--- config.mk ---
export PLATFORM = sky130hd
export DESIGN_NAME = lvl_state_ctrl
export DESIGN_NICKNAME = d
export VERILOG_FILES = /design/src/rtl/lvl_state_ctrl.sv
export SDC_FILE = /design/constraint.sdc
export NUM_CORES = 1
export LEC_CHECK = 0
export CORE_AREA = 2 2 209 211
export DETAILED_ROUTE_END_ITERATION = 6
export DIE_AREA = 0 0 211 213
export PLACE_DENSITY_LB_ADDON = 0.15
export SLEW_MARGIN = 5
export SYNTH_ARGS = -nofsm -noshare
export SYNTH_HDL_FRONTEND = slang
export SYNTH_SLANG_ARGS = --single-unit
--- constraint.sdc ---
create_clock -name clk -period 8.9 [get_ports clk]
set_input_delay 2.225 -clock clk [delete_from_list [all_inputs] [get_ports clk]]
set_output_delay 2.225 -clock clk [all_outputs]
set_load 0.02 [all_outputs]
--- src/rtl/lvl_state_ctrl.sv ---
// Sequencer for the per-level state list: bulk load from bin memory, bulk store
// to bin memory, and find-and-apply of the backtrack level.
module lvl_state_ctrl #(
    parameter int NUM_LVL          = 32,
    parameter int WIDTH_LVL_STATES = 11,
    parameter int WIDTH_LVL        = 16,
    parameter int WIDTH_BIN_ID     = 10,
    parameter int WIDTH_ADDR       = 12
) (
    input  logic                                  clk,
    input  logic                                  rst,
    input  logic                                  start_load_i,
    input  logic                                  start_store_i,
    input  logic                                  start_find_i,
    input  logic [WIDTH_ADDR-1:0]                 mem_base_i,
    input  logic [WIDTH_LVL-1:0]                  max_lvl_i,
    output logic                                  busy_o,
    output logic                                  done_o,
    output logic [WIDTH_BIN_ID-1:0]               bkt_bin_o,
    output logic [WIDTH_LVL-1:0]                  bkt_lvl_o,
    output logic                                  bkt_none_o,
    output logic [WIDTH_ADDR-1:0]                 mem_addr_o,
    output logic                                  mem_rd_o,
    output logic                                  mem_wr_o,
    output logic [WIDTH_LVL_STATES-1:0]           mem_wdata_o,
    input  logic [WIDTH_LVL_STATES-1:0]           mem_rdata_i,
    output logic [NUM_LVL-1:0]                    ls_wr_o,
    output logic [WIDTH_LVL_STATES-1:0]           ls_wdata_o,
    input  logic [NUM_LVL*WIDTH_LVL_STATES-1:0]   ls_rdata_i,
    output logic [WIDTH_LVL-1:0]                  ls_max_lvl_o,
    input  logic [WIDTH_BIN_ID-1:0]               ls_bkt_bin_i,
    input  logic [WIDTH_LVL-1:0]                  ls_bkt_lvl_i,
    output logic                                  ls_apply_bkt_o
);

    typedef enum logic [2:0] {
        IDLE, LOAD, LOAD_LAST, STORE, FIND_DRV, FIND_CAP, APPLY, DONE
    } state_t;

    localparam int IW = (NUM_LVL > 1) ? $clog2(NUM_LVL) : 1;
    localparam logic [IW-1:0] LAST = IW'(NUM_LVL - 1);

    state_t                  state, state_nxt;
    logic [IW-1:0]           idx;
    logic [WIDTH_ADDR-1:0]   base;
    logic [WIDTH_LVL-1:0]    max_lvl;
    logic [WIDTH_ADDR-1:0]   addr;
    logic                    accept;

    assign accept = (state == IDLE) && (start_load_i || start_store_i || start_find_i);
    // Address wraps silently modulo 2^WIDTH_ADDR.
    assign addr   = base + WIDTH_ADDR'(idx);

    always_ff @(posedge clk) begin
        if (!rst) state <= IDLE;
        else      state <= state_nxt;
    end

    always_comb begin
        state_nxt = state;
        case (state)
            IDLE: begin
                if (start_load_i)       state_nxt = LOAD;
                else if (start_store_i) state_nxt = STORE;
                else if (start_find_i)  state_nxt = FIND_DRV;
            end
            LOAD:      if (idx == LAST) state_nxt = LOAD_LAST;
            LOAD_LAST: state_nxt = DONE;
            STORE:     if (idx == LAST) state_nxt = DONE;
            FIND_DRV:  state_nxt = FIND_CAP;
            FIND_CAP:  state_nxt = (ls_bkt_lvl_i == '0) ? DONE : APPLY;
            APPLY:     state_nxt = DONE;
            DONE:      state_nxt = IDLE;
            default:   state_nxt = IDLE;
        endcase
    end

    always_ff @(posedge clk) begin
        if (!rst) begin
            idx        <= '0;
            base       <= '0;
            max_lvl    <= '0;
            bkt_bin_o  <= '0;
            bkt_lvl_o  <= '0;
            bkt_none_o <= 1'b0;
        end else begin
            if (accept) begin
                base    <= mem_base_i;
                max_lvl <= max_lvl_i;
                idx     <= '0;
            end else if ((state == LOAD || state == STORE) && idx != LAST) begin
                idx <= idx + 1'b1;
            end
            // Cell bkt outputs were registered on the FIND_DRV edge; sample them here.
            if (state == FIND_CAP) begin
                bkt_bin_o  <= ls_bkt_bin_i;
                bkt_lvl_o  <= ls_bkt_lvl_i;
                bkt_none_o <= (ls_bkt_lvl_i == '0);
            end
        end
    end

    always_comb begin
        busy_o         = 1'b0;
        done_o         = 1'b0;
        mem_addr_o     = '0;
        mem_rd_o       = 1'b0;
        mem_wr_o       = 1'b0;
        mem_wdata_o    = '0;
        ls_wr_o        = '0;
        ls_wdata_o     = '0;
        ls_max_lvl_o   = '0;
        ls_apply_bkt_o = 1'b0;
        case (state)
            LOAD: begin
                busy_o     = 1'b1;
                mem_rd_o   = 1'b1;
                mem_addr_o = addr;
                // Read data lags the address by one cycle, so cell idx-1 is written now.
                if (idx != '0) begin
                    ls_wr_o    = NUM_LVL'(1) << (idx - 1'b1);
                    ls_wdata_o = mem_rdata_i;
                end
            end
            LOAD_LAST: begin
                busy_o               = 1'b1;
                ls_wr_o[NUM_LVL-1]   = 1'b1;
                ls_wdata_o           = mem_rdata_i;
            end
            STORE: begin
                busy_o      = 1'b1;
                mem_wr_o    = 1'b1;
                mem_addr_o  = addr;
                mem_wdata_o = ls_rdata_i[idx*WIDTH_LVL_STATES +: WIDTH_LVL_STATES];
            end
            FIND_DRV, FIND_CAP: begin
                busy_o       = 1'b1;
                ls_max_lvl_o = max_lvl;
            end
            APPLY: begin
                busy_o         = 1'b1;
                ls_max_lvl_o   = max_lvl;
                ls_apply_bkt_o = 1'b1;
            end
            DONE: done_o = 1'b1;
            default: ;
        endcase
    end

endmodule

* Yosys cells after proc, flatten, opt, wreduce, memory -nomap -nowiden *
Index checks and enable logic that the tools add are counted.

word-level totals
  flip-flop bits (word level) = 63
  latch bits = 0
  bits in writable memories = 0
  ROM bits = 0
  input bits = 422
  output and inout bits = 114
  logic and storage cells = 60
  memories = 0

operators by class
  add/sub/neg operators = 3
  $mul = 1
  divide/modulo/power cells = 0
  order comparisons = 0
  eq/ne operators = 12
  shifts and indexed selects = 2
  mux-type cells = 20
  bitwise gates (word level) = 1
  reduce and logical (&&, ||, !) cells = 14

operators by type and width
  operator              number
  $shiftx 352x10->11    1
  $mux 32               1
  $shl 1x5->32 const A  1
  $mux 31               1
  $mux 11               2
  $pmux 11 s2           1
  $pmux 3 s7            1
  $logic_not 16->1      1
  $mux 16               1
  $mux 3                5
  $add 12x5->12         1
  $eq 3x3->1 const B    4
  $mux 12               1
  $mul 5x4->9 const B   1
  $eq 3x2->1 const B    2
  $mux 1                6
  $reduce_or 2->1       3
  $reduce_or 6->1       1
  $add 5x1->5 const B   1
  $eq 5x5->1 const B    1
  $ne 5x5->1 const B    1
  $reduce_bool 5->1     1
  $sub 5x1->5 const B   1
  $ne 2x2->1 const B    2
  9 further kinds       12

* Logic depth before layout (Yosys ltp) *
Gate-level depths: netlist of the first run.

  depth in word-level cells = 4
  mapped depth = 11
  gate-level depth less buffers = 8

* Worst setup path after synthesis of the first run *
No wires, ideal clock.

  kind = input port to output port
  start point = in ls_rdata_i[257]
  end point = out mem_wdata_o[4]
  arrival time = 3.214 ns
  required time = 6.675 ns
  path slack = 3.461 ns
  cell stages on the path = 4
  path buffers = 0
  path through = mux4_2 -> a22o_1 -> a211oi_2 -> a211oi_1

between the ends
  cells in the longest elaborated chain, start to end = 2

RTL lines
  what                RTL line  source
  start, declared     29        input logic [NUM_LVL*WIDTH_LVL_STATES-1:0] ls_rdata_i,
  $shiftx 352x10->11  134       mem_wdata_o = ls_rdata_i[idx*WIDTH_LVL_STATES +: WIDTH_LVL_STATES];
  $mux 11             114       case (state)
  end, declared       25        output logic [WIDTH_LVL_STATES-1:0] mem_wdata_o,

No other way between the ends.

* Worst setup path in the final report of the first run *
  start point = in ls_rdata_i[101]
  end point = out mem_wdata_o[2]

Same word-level chain as after synthesis.

==> metrics.cfg, run 1 <==
[placed_design]
dp_slack_ns=2.06
hpwl_um=33500
portBuffers=535
dp.cells=1721
place_congestion=0.831

[synth]
synth-main-ff-cell=dfxtp_1
ys_seq_area_frac=0.201
synth-edff-count=0
synth_area_um2=6290
ys_warn_count=0
async_flop_share=0
synth_fp_nets=1129
synth-seq-cells=63
avgSynthCellArea_um2=9.05
synth_cells=695
synth_cell_type_count=50

[routing]
ant_nets=0
post_drt_wl_per_cell_um=23.3
via_count=7461
first_iter_violations=300
drt_wl_total_um=40700
post-route-drc-count=0
viasPerCell=4.28
firstDrtPassIters=4

[floorplan]
rows=76
die_area_um2=44900
ios=536
fp.dieW_um=211
start_util=0.147
die_h_um=213
core-area_um2=42700

[layout]
final_nets=1620
drive_above_1_share=0.107
area_growth_syn_to_layout_pct=96.8
layout_commonest_cell=clkdlybuf4s50_1
fillers=4562
final_cell_mix=534 x clkdlybuf4s50_1, 128 x nand2_1, 68 x mux4_2
fin_cells=1745

[sta]
final.setup.worst_slack_ns=2.21
fmax_ghz=0.149
finalCritPeriodShare=0.752
fin_tns_setup_ns=0
drv_slew=0
hold_viol_final=0
setup_viol=0
slew-limit-headroom=0.290
grt_setup_unrepaired=no
worst_clock_skew_ns=0.00541
tightest_slew_ns=1.06
finalCriticalPeriod_ns=6.69

[setup_path]
crit_chain=clkdlybuf4s50_1, mux4_2, a211o_1, o21ai_1, a21oi_1, clkdlybuf4s50_1
path_class=in2out
worstSetupEndpointType=output port
cpPeakStageDelay_ns=0.65
rrSetupSlack_ns=6.60
cp_data_required_time_ns=6.68
crit_top_cell=clkdlybuf4s50_1
cp-start-kind=input port
crit_fanout=1
crit_arrival_ns=4.47
cp_slowest_cell=clkdlybuf4s50_1

[global_route]
track_usage=0.172
grt_max_degree=59
antenna_found_initial=12
grt_overflow=0
grt_pass1_vias=7821
grt_pass1_wl_um=55700

[clock_network]
cts_root_buf=clkbuf_16
insertion_delay_ns=0.33
numCtsBuffers=9
htreeDepth=3
cts_resized=0
cts_hold_buf=0
cts_setup_buffers=0
path_clk_slew_ns=0.05
tritoncts=built
cts.sinks=63
cts_buffer_depth=2

[min_path]
hp-class=reg2reg

[run_status]
status=finished clean

[run]
cap_violations=0

[pwr]
power.density_nw_per_um2=139
p_leak_uw=0.00412
peakVddDrop_v=0.0000927

[where the power goes]
group	internal, uW	switching, uW	total (uW)
Combinational	520	461	981
Sequential	332	77.7	410
Clock	197	136	333
Total	1050	676	1720
[per-layer routing]
layer,GRT usage,part of all wire,vias up
li1,-,-,3583
met1,0.178,0.36,3522
met2,0.333,0.53,315
met3,0.0540,0.084,35
met4,0.0435,0.020,6
met5,0,0.0011,-
[path summary, 6_finish.rpt]
kind | from | endpoint | cells past startpoint
worst max register to register | idx[1] | idx[3] | 7
worst max-delay path | ls_rdata_i[101] | mem_wdata_o[2] | 6
worst min-delay path | base[3] | base[3] | 2
worst min register to register | base[3] | base[3] | 2
[synth_stat cells (10+ instances only)]
| library cell | instances | share of area |
|---|---|---|
| clkbuf_1 | 25 | 0.015 |
| a21oi_1 | 23 | 0.018 |
| o22ai_1 | 11 | 0.011 |
| nor2_1 | 50 | 0.030 |
| buf_2 | 22 | 0.018 |
| ha_1 | 11 | 0.022 |
| nand3_1 | 13 | 0.010 |
| a22o_1 | 10 | 0.014 |
| and2_1 | 33 | 0.033 |
| mux2i_1 | 25 | 0.040 |
| mux2_2 | 14 | 0.025 |
| nand2_1 | 128 | 0.076 |
| mux4_2 | 68 | 0.24 |
| a21boi_1 | 10 | 0.012 |
| a21boi_0 | 45 | 0.054 |
| a211oi_1 | 15 | 0.018 |
| dfxtp_1 | 63 | 0.20 |
| a22oi_1 | 21 | 0.025 |
[worst max-delay path, delay by kind of cell]
kind	cells	cell delay (ns)
buf+inv	2	1.10
mux	1	0.48
compound gates	3	0.66
[cell families (layout without fill, tap and decap cells)]
group	Yosys count	in the layout	synth area share
adders and majority gates	12	12	0.0251
buffers and inverters	69	565	0.0593
muxes	112	112	0.318
xor gates and xnor gates	8	8	0.0111
and+or+nand+nor	260	260	0.188
DFF	63	63	0.201
other	0	8	0
AOI/OAI and AO/OA	171	171	0.198
[flip-flops by register name, indices dropped and copies added (netlist names)]
| name | flops |
|---|---|
| bkt_lvl_o | 16 |
| max_lvl | 16 |
| base | 12 |
| bkt_bin_o | 10 |
| idx | 5 |
| state | 3 |
| bkt_none_o | 1 |
[per-stage QoR]
| stage | util | total power [uW] | cell area (um2) | hold slack, ns |
|---|---|---|---|---|
| finish | 0.290 | 1720 | 12400 | 0.456 |
| global route | 0.290 | 1850 | 12400 | 0.470 |
| CTS | 0.289 | 1770 | 12400 | 0.460 |
| detailed placement | 0.283 | 1420 | 12100 | 0.449 |
| global placement | 0.283 | 1420 | 12100 | 0.440 |
| floorplan | - | 976 | 6290 | 0.430 |
[cell type report]
type | count | area [um2] | area share
Antenna cell | 8 | 20.0 | 0.00162
Clock buffer | 10 | 239 | 0.0193
Clock inverter | 6 | 43.8 | 0.00354
Inverter | 7 | 26.3 | 0.00212
Multi-Input combinational cell | 563 | 4680 | 0.378
Sequential cell | 63 | 1270 | 0.103
Tap cell | 546 | 683 | 0.0552
Timing Repair Buffer | 542 | 5420 | 0.437
No activity file was read; power rests on OpenSTA's default activity.
==> run 2: changes to the inputs <==
- CORE_AREA: 2 2 209 211 -> 2 2 210 212
- DIE_AREA: 0 0 211 213 -> 0 0 212 214
- clock period: 8.9 -> 5.7 ns (I/O delays scaled with it)
==> run 2 against run 1 <==
  * Global-route usage increased by 0.33 points
  * Die area grew 0.95%
  * Hold slack got worse by 0.0021 ns
  * Sequential power is 49% higher
  * First-iteration DRC count down 17%
  * Combinational power up 62%
  * Clock power up 68%
  * Worst setup slack worse by 1.6 ns
  * Non-clock buffer count increased by 10
  * Clock skew increased by 0.0025 ns
  * Largest cell class unchanged
  * Utilization grew 0.23 points
  * Cell count up 3.0%
==> metrics.cfg, run 2 (synthesis results as in run 1) <==
[sta]
slew-limit-headroom=0.305  ; +0.0146
grt_setup_unrepaired=no
drv_slew=0  ; unchanged
holdWs_ns=0.454  ; -0.00212 ns
worst_clock_skew_ns=0.00791  ; +0.00251 ns
fmax_ghz=0.196
finalCritPeriodShare=0.897
tightest_slew_ns=1.04  ; -0.0245 ns
fin_tns_setup_ns=0  ; unchanged
setup_viol=0  ; unchanged
hold_viol_final=0  ; unchanged
finalCriticalPeriod_ns=5.11

[floorplan]
fp.dieW_um=212  ; +0.47%
core-area_um2=42900  ; +0.45%
die_h_um=214  ; +0.47%
ios=536  ; unchanged
die_area_um2=45400  ; +0.95%
start_util=0.147  ; -0.000653
rows=76  ; unchanged

[pwr]
power_frac_comb=0.577  ; +0.008
peakVddDrop_v=0.000155  ; +67%
p_switching_uw=1070  ; +58%
power.density_nw_per_um2=220  ; +58%
seqPwrFrac=0.221  ; -0.017
p_int_uw=1690  ; +61%
swShare=0.388  ; -0.00427
p_leak_uw=0.00417  ; +1.4%
clock_power_share=0.202  ; +0.009

[global_route]
antenna_found_initial=13  ; +1
grt_pass1_vias=8136  ; +4.0%
track_usage=0.175  ; +0.00334
grt_max_degree=98  ; +66%
grt_pass1_wl_um=57500  ; +3.3%
grt_overflow=0  ; unchanged

[setup_path]
path_class=in2out
cp-start-kind=input port
worstSetupEndpointType=output port
crit_fanout=1  ; unchanged
crit_arrival_ns=3.69  ; -0.78 ns
cp_data_required_time_ns=4.28  ; -2.40 ns

[clock_network]
cts_resized=0  ; unchanged
htreeDepth=3  ; unchanged
cts_root_buf=clkbuf_16
insertion_delay_ns=0.33  ; about the same
cts.sinks=63  ; unchanged
numCtsBuffers=9  ; unchanged
tritoncts=built
cts_buffer_depth=2  ; unchanged
cts_hold_buf=0  ; unchanged
cts_setup_buffers=0  ; unchanged
path_clk_slew_ns=0.06  ; about the same

[routing]
first_iter_violations=250  ; -17%
firstDrtPassIters=4  ; unchanged
drt_wl_total_um=41800  ; +2.6%
post-route-drc-count=0  ; unchanged
ant_nets=0  ; unchanged
via_count=7622  ; +2.2%
post_drt_wl_per_cell_um=23.3  ; -0.33%
viasPerCell=4.24  ; -0.80%

[layout]
final_cell_mix=534 x clkdlybuf4s50_1, 128 x nand2_1, 68 x mux4_2
drive_above_1_share=0.113  ; +0.00661
reg_top3=bkt_lvl_o: 16 flops, max_lvl: 16 flops, base: 12 flops
fin_util=0.292  ; +0.00230
area_growth_syn_to_layout_pct=99.2
final_nets=1630  ; +0.62%
layout_commonest_cell=clkdlybuf4s50_1

[run]
cap_violations=0  ; unchanged

[min_path]
hp-class=reg2reg

[placed_design]
place_congestion=0.867  ; +4.3%
portBuffers=535  ; unchanged
hpwl_um=34600  ; +3.3%

[run_status]
status=finished clean

==> run 2: cell types whose count changed in the layout (fill, tap and decap cells not counted), sizes merged <==
cell    delta
buf       +10
bufinv     +1
clkinv     -1
diode      +3
==> run 2: cell type report <==
class	instances	area, um2
well taps	585	732
flip-flops and latches	63	1270
clock inverters	6	68.8
clock buffers	10	229
repair buffers	552	5500
diodes	11	27.5
inverters	7	26.3
fillers	4603	30400
multi-input cells	563	4680
==> run 2: path summary, 6_finish.rpt <==
kind	cells after the start	startpoint	end	slack, ns
setup / recovery	6	ls_rdata_i[227]	mem_wdata_o[7]	0.59
hold / removal	2	max_lvl[15]	max_lvl[15]	0.45
setup reg to reg	9	idx[1]	state[2]	3.48
hold reg to reg	2	max_lvl[15]	max_lvl[15]	0.45
==> run 2: per-stage QoR <==
step	std cells	setup slack [ns]	power [uW]	cell area, um2
after floorplan	695	1.86	1520	6290
after global placement	1770	0.577	2240	12200
after detailed placement	1770	0.549	2240	12200
after CTS	1786	0.538	2820	12500
after global routing	1794	0.567	2940	12500
final	1797	0.587	2760	12500
==> run 2: metal layers <==
layer / up-vias / wire length [um] / global-route usage / share of wire
li1: 3601 / - / - / -
met1: 3645 / 15000 / 0.178 / 0.36
met2: 337 / 22000 / 0.334 / 0.53
met3: 35 / 3600 / 0.0513 / 0.086
met4: 4 / 1190 / 0.0622 / 0.028
met5: - / 32 / 0 / 0.00077
==> run 2: worst max-delay path: stages <==
cell and delay [ns]:
clkdlybuf4s50_1 0.42, mux4_2 0.46, a22o_1 0.35, a211oi_2 0.24
a211oi_1 0.07, clkdlybuf4s50_1 0.72
==> run 2: power by group through the flow <==
| stage | logic, uW | registers, uW | clock network (uW) |
|---|---|---|---|
| floorplan | 941 | 583 | 0 |
| global placement | 1620 | 619 | 0 |
| detailed placement | 1620 | 624 | 0 |
| CTS | 1630 | 614 | 578 |
| global route | 1720 | 628 | 591 |
| finish | 1590 | 609 | 558 |
